## src/rtl/mem_arb_pkg.sv

```systemverilog
// ----------------------------------------------------------------------------
// mem_arb_pkg
//   Shared types and helpers for the memory access arbiter.
//   - state_e    : arbiter FSM states (encoding is visible on the mstate port)
//   - ACC_NONE   : accmodule value when nobody owns the port
//   - onehot2idx : converts a one-hot vector (up to 32 bits) to its bit index
// ----------------------------------------------------------------------------
package mem_arb_pkg;

  typedef enum logic [1:0] {
    IDLE    = 2'b00,
    BUSY    = 2'b01,
    PREEMPT = 2'b10
  } state_e;

  localparam int unsigned ACC_NONE = 32'd0;

  // Index of the set bit in a one-hot vector; 0 for an all-zero vector.
  function automatic logic [4:0] onehot2idx(input logic [31:0] oh);
    logic [4:0] idx;
    idx = 5'd0;
    for (int i = 0; i < 32; i++) begin
      if (oh[i]) begin
        idx = 5'(i);
      end else begin
        idx = idx;
      end
    end
    return idx;
  endfunction

endpackage

```

## src/rtl/mem_arb_rr_pick.sv

```systemverilog
// ----------------------------------------------------------------------------
// mem_arb_rr_pick
//   Combinational round-robin picker over requesters 1..N-1 (bit 0 is the
//   priority requester and is never picked here). The search starts at the
//   index following ptr and wraps within 1..N-1.
// Ports:
//   req   in  N    request vector (bit 0 ignored)
//   ptr   in  IW   index of the last round-robin winner
//   gnt   out N    one-hot winner, all-zero when none
//   valid out 1    a winner exists
// ----------------------------------------------------------------------------
module mem_arb_rr_pick
  import mem_arb_pkg::*;
#(
  parameter int N  = 3,
  parameter int IW = (N > 1) ? $clog2(N) : 1
) (
  input  logic [N-1:0]  req,
  input  logic [IW-1:0] ptr,
  output logic [N-1:0]  gnt,
  output logic          valid
);

  // Walk the ring 1..N-1 starting after ptr; the first requester seen wins.
  always_comb begin
    int   base_v;
    int   cand_v;
    logic found_v;
    gnt     = '0;
    found_v = 1'b0;
    cand_v  = 0;
    // Ring position of ptr (0..N-2); a pointer of 0 behaves like N-1.
    base_v  = (int'(ptr) == 0) ? (N - 2) : (int'(ptr) - 1);
    for (int k = 1; k < N; k++) begin
      cand_v = ((base_v + k) % (N - 1)) + 1;
      if (!found_v && req[cand_v]) begin
        gnt[cand_v] = 1'b1;
        found_v     = 1'b1;
      end else begin
        found_v = found_v;
      end
    end
    valid = found_v;
  end

endmodule

```

## src/rtl/mem_access_arbiter.sv

```systemverilog
// ----------------------------------------------------------------------------
// mem_access_arbiter
//   Arbitrates one shared memory port among NUM_REQ requesters. Requester 0
//   has top priority and preempts any other owner; other owners are limited
//   to MAX_HOLD consecutive BUSY cycles; ties among 1..NUM_REQ-1 rotate.
//   A preempted owner is resumed (even with its request low) once
//   requester 0 releases.
// Ports:
//   clk        in   1          rising-edge clock
//   reset      in   1          asynchronous active-low reset
//   req        in   NUM_REQ    request levels
//   done       in   NUM_REQ    release strobes, only the owner's is honoured
//   gnt        out  NUM_REQ    one-hot grant (drives the port mux)
//   mstate     out  2          00 IDLE, 01 BUSY, 10 PREEMPT
//   accmodule  out  AW         owner index+1 while BUSY, else 0
//   preempt    out  1          pulse during the PREEMPT cycle
//   timeout    out  1          pulse in the cycle after a forced release
//   grant_cnt  out  NUM_REQ*CNT_W  per-requester saturating grant count
//   timeout_cnt out CNT_W      saturating timeout count
// Configuration:
//   MEM_ARB_STATS_EN  when defined, adds grant_cnt/timeout_cnt and counters.
// ----------------------------------------------------------------------------
module mem_access_arbiter
  import mem_arb_pkg::*;
#(
  parameter int NUM_REQ  = 3,
  parameter int MAX_HOLD = 2,
  parameter int CNT_W    = 8
) (
  input  logic                         clk,
  input  logic                         reset,
  input  logic [NUM_REQ-1:0]           req,
  input  logic [NUM_REQ-1:0]           done,
  output logic [NUM_REQ-1:0]           gnt,
  output logic [1:0]                   mstate,
  output logic [$clog2(NUM_REQ+1)-1:0] accmodule,
  output logic                         preempt,
  output logic                         timeout
`ifdef MEM_ARB_STATS_EN
  ,
  output logic [NUM_REQ*CNT_W-1:0]     grant_cnt,
  output logic [CNT_W-1:0]             timeout_cnt
`endif
);

  localparam int IW = (NUM_REQ > 1) ? $clog2(NUM_REQ) : 1;
  localparam int AW = $clog2(NUM_REQ + 1);
  localparam int HW = $clog2(MAX_HOLD + 1);

  if (NUM_REQ < 2 || MAX_HOLD < 1 || CNT_W < 1) begin : g_param_check
    $error("mem_access_arbiter: illegal parameter set");
  end

  state_e             state_r, state_n;
  logic [IW-1:0]      owner_r, owner_n;
  logic [IW-1:0]      resume_idx_r, resume_idx_n;
  logic               resume_vld_r, resume_vld_n;
  logic [IW-1:0]      rr_ptr_r, rr_ptr_n;
  logic [HW-1:0]      hold_cnt_r, hold_cnt_n;
  logic [NUM_REQ-1:0] mask_r, mask_n;
  logic [NUM_REQ-1:0] gnt_r, gnt_n;
  logic [AW-1:0]      acc_r, acc_n;
  logic               preempt_r, preempt_n;
  logic               timeout_r, timeout_n;

  logic [NUM_REQ-1:0] cand_s;
  logic [NUM_REQ-1:0] rr_gnt_s;
  logic               rr_vld_s;
  logic [IW-1:0]      rr_idx_s;
  logic               grant_s;
  logic [IW-1:0]      grant_idx_s;

  // A requester that just timed out sits out exactly one arbitration.
  assign cand_s = req & ~mask_r;

  mem_arb_rr_pick #(
    .N  (NUM_REQ),
    .IW (IW)
  ) u_rr_pick (
    .req   (cand_s),
    .ptr   (rr_ptr_r),
    .gnt   (rr_gnt_s),
    .valid (rr_vld_s)
  );

  assign rr_idx_s = IW'(onehot2idx(32'(rr_gnt_s)));

  // Next-state, grant selection and next registered outputs.
  always_comb begin
    state_n      = state_r;
    owner_n      = owner_r;
    resume_idx_n = resume_idx_r;
    resume_vld_n = resume_vld_r;
    rr_ptr_n     = rr_ptr_r;
    hold_cnt_n   = hold_cnt_r;
    mask_n       = '0;
    gnt_n        = gnt_r;
    acc_n        = acc_r;
    preempt_n    = 1'b0;
    timeout_n    = 1'b0;
    grant_s      = 1'b0;
    grant_idx_s  = '0;

    case (state_r)
      IDLE: begin
        if (cand_s[0]) begin
          grant_s     = 1'b1;
          grant_idx_s = '0;
        end else if (resume_vld_r) begin
          // Resume wins regardless of its request level.
          grant_s      = 1'b1;
          grant_idx_s  = resume_idx_r;
          resume_vld_n = 1'b0;
        end else if (rr_vld_s) begin
          grant_s     = 1'b1;
          grant_idx_s = rr_idx_s;
          rr_ptr_n    = rr_idx_s;
        end else begin
          grant_s = 1'b0;
        end
      end

      BUSY: begin
        // Release precedence: done, then hold budget, then preemption.
        if (done[owner_r]) begin
          state_n    = IDLE;
          gnt_n      = '0;
          acc_n      = AW'(ACC_NONE);
          hold_cnt_n = '0;
        end else if (owner_r != '0 && hold_cnt_r == HW'(MAX_HOLD)) begin
          state_n         = IDLE;
          gnt_n           = '0;
          acc_n           = AW'(ACC_NONE);
          hold_cnt_n      = '0;
          timeout_n       = 1'b1;
          mask_n[owner_r] = 1'b1;
        end else if (owner_r != '0 && req[0]) begin
          state_n      = PREEMPT;
          gnt_n        = '0;
          acc_n        = AW'(ACC_NONE);
          hold_cnt_n   = '0;
          preempt_n    = 1'b1;
          resume_vld_n = 1'b1;
          resume_idx_n = owner_r;
        end else if (hold_cnt_r < HW'(MAX_HOLD)) begin
          hold_cnt_n = hold_cnt_r + HW'(1);
        end else begin
          hold_cnt_n = hold_cnt_r;
        end
      end

      PREEMPT: begin
        // Requester 0 takes the port unconditionally after the bubble.
        grant_s     = 1'b1;
        grant_idx_s = '0;
      end

      default: begin
        state_n    = IDLE;
        gnt_n      = '0;
        acc_n      = AW'(ACC_NONE);
        hold_cnt_n = '0;
      end
    endcase

    if (grant_s) begin
      state_n    = BUSY;
      owner_n    = grant_idx_s;
      hold_cnt_n = HW'(1);
      gnt_n      = NUM_REQ'(1) << grant_idx_s;
      acc_n      = AW'(grant_idx_s) + AW'(1);
    end else begin
      owner_n = owner_r;
    end
  end

  // State and registered outputs.
  always_ff @(posedge clk or negedge reset) begin
    if (!reset) begin
      state_r      <= IDLE;
      owner_r      <= '0;
      resume_idx_r <= '0;
      resume_vld_r <= 1'b0;
      rr_ptr_r     <= IW'(NUM_REQ - 1);
      hold_cnt_r   <= '0;
      mask_r       <= '0;
      gnt_r        <= '0;
      acc_r        <= AW'(ACC_NONE);
      preempt_r    <= 1'b0;
      timeout_r    <= 1'b0;
    end else begin
      state_r      <= state_n;
      owner_r      <= owner_n;
      resume_idx_r <= resume_idx_n;
      resume_vld_r <= resume_vld_n;
      rr_ptr_r     <= rr_ptr_n;
      hold_cnt_r   <= hold_cnt_n;
      mask_r       <= mask_n;
      gnt_r        <= gnt_n;
      acc_r        <= acc_n;
      preempt_r    <= preempt_n;
      timeout_r    <= timeout_n;
    end
  end

  assign gnt       = gnt_r;
  assign mstate    = state_r;
  assign accmodule = acc_r;
  assign preempt   = preempt_r;
  assign timeout   = timeout_r;

`ifdef MEM_ARB_STATS_EN
  logic [CNT_W-1:0] grant_cnt_r [NUM_REQ];
  logic [CNT_W-1:0] timeout_cnt_r;

  // Saturating grant and timeout statistics.
  always_ff @(posedge clk or negedge reset) begin
    if (!reset) begin
      for (int i = 0; i < NUM_REQ; i++) begin
        grant_cnt_r[i] <= '0;
      end
      timeout_cnt_r <= '0;
    end else begin
      if (grant_s && grant_cnt_r[grant_idx_s] != '1) begin
        grant_cnt_r[grant_idx_s] <= grant_cnt_r[grant_idx_s] + CNT_W'(1);
      end
      if (timeout_n && timeout_cnt_r != '1) begin
        timeout_cnt_r <= timeout_cnt_r + CNT_W'(1);
      end
    end
  end

  // Flatten per-requester counters onto the output bus.
  always_comb begin
    grant_cnt = '0;
    for (int i = 0; i < NUM_REQ; i++) begin
      grant_cnt[i*CNT_W +: CNT_W] = grant_cnt_r[i];
    end
  end

  assign timeout_cnt = timeout_cnt_r;
`endif

endmodule

```

## config.mk

```make
export PLATFORM = sky130hd
export DESIGN_NAME = mem_access_arbiter
export DESIGN_NICKNAME = d
export VERILOG_FILES = /design/src/rtl/mem_arb_pkg.sv /design/src/rtl/mem_arb_rr_pick.sv /design/src/rtl/mem_access_arbiter.sv
export SDC_FILE = /design/constraint.sdc
export NUM_CORES = 1
export LEC_CHECK = 0
export CORE_MARGIN = 3
export CORE_UTILIZATION = 55
export DETAILED_ROUTE_END_ITERATION = 8
export PLACE_DENSITY = 0.79
export SKIP_LAST_GASP = 1
export SLEW_MARGIN = 20
export SYNTH_ARGS = -nofsm -noshare
export SYNTH_HDL_FRONTEND = slang
export SYNTH_HIERARCHICAL = 1
export SYNTH_SLANG_ARGS = --single-unit
```

## constraint.sdc

```tcl
create_clock -name clk -period 4.4 [get_ports clk]
set_input_delay 0.66 -clock clk [delete_from_list [all_inputs] [get_ports clk]]
set_output_delay 0.66 -clock clk [all_outputs]
set_load 0.01 [all_outputs]
```

==> results.toml, run 1 <==
[status]
status = "completed"

[placement]
portBuffers = 16
hpwl_mm = 1.557
place_area_mm2 = 0.001202
dp_slack_ns = 1.720
gp_congestion = 0.8254

[detailed_routing]
vias = 774
drc = 0
wl_mm = 2.067
first_pass_iters = 4
drtIter0Drc = 17
drt-vias-per-instance = 5.568
antenna_left = 0
wl_per_cell_um = 14.87

[sta]
tns_ns = 0
min_period_over_period = 0.5546
setup_violations = 0
final_hold_viol_count = 0
finalCriticalPeriod_ns = 2.440
rsz0062_at_grt = "false"
fmax_mhz = 409.8
slew_violations = 0
maxSlewHeadroom = 0.4136
fin_ws_ns = 1.960
tightestPinTransition_ns = 0.8769
clock_skew_ns = 0.001618

[cts]
cts_buffers = 3
cts_buffer_depth = 2
cts_resized = 0
post-cts-setup-buffers = 0
clk_pin_slew_worst_paths_ns = 0.11
cts_tree = "yes"
hold_buffers = 0
root_buffer = "clkbuf_4"
clk_latency_ns = 0.30
cts-htree-levels = 1
cts_sinks = 20

[logic_synthesis]
netlist_area_mm2 = 0.001016
ys_warn_count = 6
synth_fp_nets = 108
postSynthCellCount = 96
postSynthAreaPerCell_um2 = 10.58

[die]
rows = 14
die_x_um = 48.98
die-area_mm2 = 0.002399
initial_core_util = 0.6304
coreArea_mm2 = 0.001612
die_h_um = 48.98
ios = 17

[setup_path]
reg2reg_depth = 9
r2r_end = "gnt[2]"
critPathKind = "in -> reg"
reg2reg_from = "mask_r[1]"
slowest_stage = "clkdlybuf4s50_1"
worstPathArrival_ns = 2.62
start_kind = "input pin"
cp_data_required_time_ns = 4.57
cp_slowest_stage_delay_ns = 0.45
critPathCaptureType = "flop"
cp_max_fo = 3
r2r_slack_ns = 2.41
crit_chain = "clkdlybuf4s50_1, nor2b_1, or2_1, nor2b_1, a22oi_1, nor2_1, inv_1, ha_1, a22oi_1, o21ai_0"

[power]
power_switching_uw = 275.0
p_comb_frac = 0.434
internal_power_uw = 439.2
clkPwrFrac = 0.148
p_per_area_mw_per_mm2 = 576.6
sw_frac_of_total = 0.3850
totalPowerFinal_uw = 714.2
seq_power_share = 0.418
vdd_drop_max_mv = 0.3526
power_leakage_nw = 0.5525

[global_routing]
overflow = 0
first_global_vias = 851
antenna_found_initial = 0
grt_usage = 0.2080
grt_max_degree = 21
grt_pass1_wl_mm = 3.926

[final_layout]
multi_input_area_um2 = 462.9
nets = 128
drive_above_1_share = 0.09565
design_area_mm2 = 0.001239
post-route-util = 0.7686
mostFrequentLayoutCell = "dfrtp_1"
seqCellArea_um2 = 500.5
num_antenna_cells = 0
fillers = 129
layout_common_cells = "dfrtp_1, clkdlybuf4s50_1, inv_1"
syn2layout_area_growth_pct = 21.92

[worst_hold_path]
hold_end = "accmodule[0]"
min_path_type = "reg -> reg"
min_path_cells = 2
min-delay-start = "accmodule[0]"

[flow_run]
maxCapViolCount = 0
==> metrics by stage <==
step,hold slack (ns),std cells
finish,0.5406,139
floorplan,0.3644,96
CTS,0.5379,139
detailed placement,0.5137,135
global placement,0.4998,135
global route,0.5578,139
==> how the worst max path moves through the flow <==
stage                     startpoint       endpoint  slack (ns)  depth (start not counted)
after global placement        req[2]         gnt[1]        1.74                          9
after global routing          req[1]         gnt[2]        1.72                         10
final                         req[1]         gnt[2]        1.96                         10
after CTS                     req[1]         gnt[2]        1.97                         10
after detailed placement      req[2]         gnt[1]        1.72                          9
after floorplan               req[1]  hold_cnt_r[1]        2.37                          7
==> state kept, by name, summed over array words and instances (netlist names) <==
name and cells:
accmodule 2, owner_r 2, gnt 3, mstate 2, hold_cnt_r 2, preempt 1
resume_idx_r 2, mask_r 3, rr_ptr_r 1, timeout 1, resume_vld_r 1
==> routing by layer <==
layer | vias up | global-route usage | wire length, um
met2 | 19 | 0.3529 | 1032
met5 | - | 0 | 0
li1 | 373 | - | -
met1 | 378 | 0.2761 | 953
met4 | 0 | 0.05687 | 19
met3 | 4 | 0.03058 | 62
==> power groups by stage <==
stage / Clock (mW) / Combinational [mW] / Sequential, mW
2_1_floorplan: 0 / 0.194 / 0.301
3_3_place_gp: 0 / 0.297 / 0.300
3_5_place_dp: 0 / 0.308 / 0.303
4_1_cts: 0.109 / 0.311 / 0.299
5_1_grt: 0.120 / 0.345 / 0.310
6_report: 0.106 / 0.310 / 0.299
==> final cells by class <==
type                    instances  area share
repair buffers                 16      0.1293
clock buffers                   4     0.02929
inverters                      13     0.03939
flip-flops and latches         20      0.4040
well taps                      24     0.02424
multi-input cells              62      0.3737
==> worst max-delay path: cells and delay by family <==
family	cells	cell delay, ns
AND/OR/NAND/NOR	4	0.78
AO/OA/AOI/OAI	3	0.43
buffers and inverters	2	0.55
adder cells (fa/ha/maj)	1	0.20
Power figures use the tool's default switching activity.
==> run 2: changes to the inputs <==
CORE_UTILIZATION = 51   (was 55)
PLACE_DENSITY = 0.73   (was 0.79)
clock period = 2.5 ns   (was 4.4 ns; I/O delays follow)
==> results.toml, run 2 (same netlist as run 1, synthesis figures left out) <==
[setup_path]
critPathKind = "in -> reg"
reg2reg_depth = 9
reg2reg_from = "mask_r[2]"
worstPathArrival_ns = 2.24
r2r_end = "gnt[2]"
critPathCaptureType = "flop"
cp_data_required_time_ns = 2.68
r2r_slack_ns = 0.61
cp_max_fo = 3
start_kind = "input pin"

[sta]
fmax_mhz = 484.5
tightestPinTransition_ns = 0.4959
maxSlewHeadroom = 0.6672
clock_skew_ns = 0.001869
slew_violations = 0
rsz0062_at_grt = "false"
finalCriticalPeriod_ns = 2.064
tns_ns = 0
min_period_over_period = 0.8256
setup_violations = 0
final_hold_viol_count = 0

[global_routing]
grt_pass1_wl_mm = 3.332
grt_max_degree = 21
antenna_found_initial = 0
first_global_vias = 738
overflow = 0
grt_usage = 0.1751

[placement]
portBuffers = 16
hpwl_mm = 1.469
place_area_mm2 = 0.001219
dp_cells = 138
gp_congestion = 0.8004

[detailed_routing]
wl_mm = 1.900
first_pass_iters = 4
drt-vias-per-instance = 5.246
drtIter0Drc = 10
vias = 745
drc = 0
antenna_left = 0
wl_per_cell_um = 13.38

[cts]
cts_sinks = 20
hold_buffers = 0
clk_latency_ns = 0.30
root_buffer = "clkbuf_4"
clk_pin_slew_worst_paths_ns = 0.11
post-cts-setup-buffers = 0
cts_buffers = 3
cts-htree-levels = 1
cts_buffer_depth = 2
cts_tree = "yes"
cts_resized = 0

[final_layout]
drive_above_1_share = 0.1111
syn2layout_area_growth_pct = 23.52
num_antenna_cells = 0
nets = 130
design_area_mm2 = 0.001255
layout_common_cells = "dfrtp_1, clkdlybuf4s50_1, inv_1"
mostFrequentLayoutCell = "dfrtp_1"
stdcell_count = 142
fillers = 156

[die]
ios = 17
rows = 15
die_x_um = 50.64
coreArea_mm2 = 0.001802
die_h_um = 50.64
die-area_mm2 = 0.002564
initial_core_util = 0.5639

[power]
p_per_area_mw_per_mm2 = 994.7
power_leakage_nw = 0.5627
vdd_drop_max_mv = 0.6986

[flow_run]
maxCapViolCount = 0

[status]
status = "completed"

[worst_hold_path]
min_path_type = "in -> async"
## run 2: cell count changes in the layout (fill, tap and decap cells not counted), sizes merged
cell	delta
buf	+2
## run 2: layout make-up
class,instances,area [um^2],area share
flip-flops and latches,20,500.5,0.3988
inverters,13,48.80,0.03888
well taps,25,31.28,0.02493
clock buffers,4,36.28,0.02891
repair buffers,18,175.2,0.1396
multi-input cells,62,462.9,0.3689
## run 2: routing by layer
| metal | share of wire | global-route usage | vias to the layer above |
|---|---|---|---|
| met4 | 0.025 | 0.08072 | 0 |
| met2 | 0.48 | 0.2978 | 11 |
| li1 | - | - | 376 |
| met1 | 0.46 | 0.2129 | 354 |
| met3 | 0.032 | 0.03264 | 4 |
| met5 | 0 | 0 | - |
## run 2: power by group
group          internal [mW]  leakage (nW)  total, mW  switching, mW
registers              0.427         0.263      0.523         0.0962
logic                  0.261         0.279      0.536          0.275
clock network         0.0889        0.0210      0.189         0.0996
## run 2: worst max-delay path: stages
cell             delay [ns]
clkdlybuf4s50_1        0.46
nor2b_1                0.17
or2_1                  0.16
nor2b_1                0.21
a22oi_1                0.11
nor2_1                 0.18
inv_1                  0.09
ha_1                   0.18
a22oi_1                0.18
o21ai_0                0.12
## run 2: worst max path at each step
stage | start | endpoint | depth (start not counted)
after detailed placement | req[2] | gnt[0] | 9
after global placement | req[2] | gnt[0] | 9
after CTS | req[2] | gnt[0] | 9
after global routing | req[2] | gnt[1] | 9
final | req[2] | gnt[2] | 10
after floorplan | req[1] | hold_cnt_r[1] | 7
## run 2: through the flow
step           hold slack, ns  utilization  total power, mW  worst slack, ns
6_report               0.3867       0.6965            1.248           0.4359
5_1_grt                0.4013       0.6965            1.349           0.2723
4_1_cts                0.3988       0.6965            1.257           0.4308
3_5_place_dp           0.5041       0.6764            1.068           0.1186
3_3_place_gp           0.5005       0.6764            1.057           0.1490
2_1_floorplan         0.07941            -           0.8706           0.7559
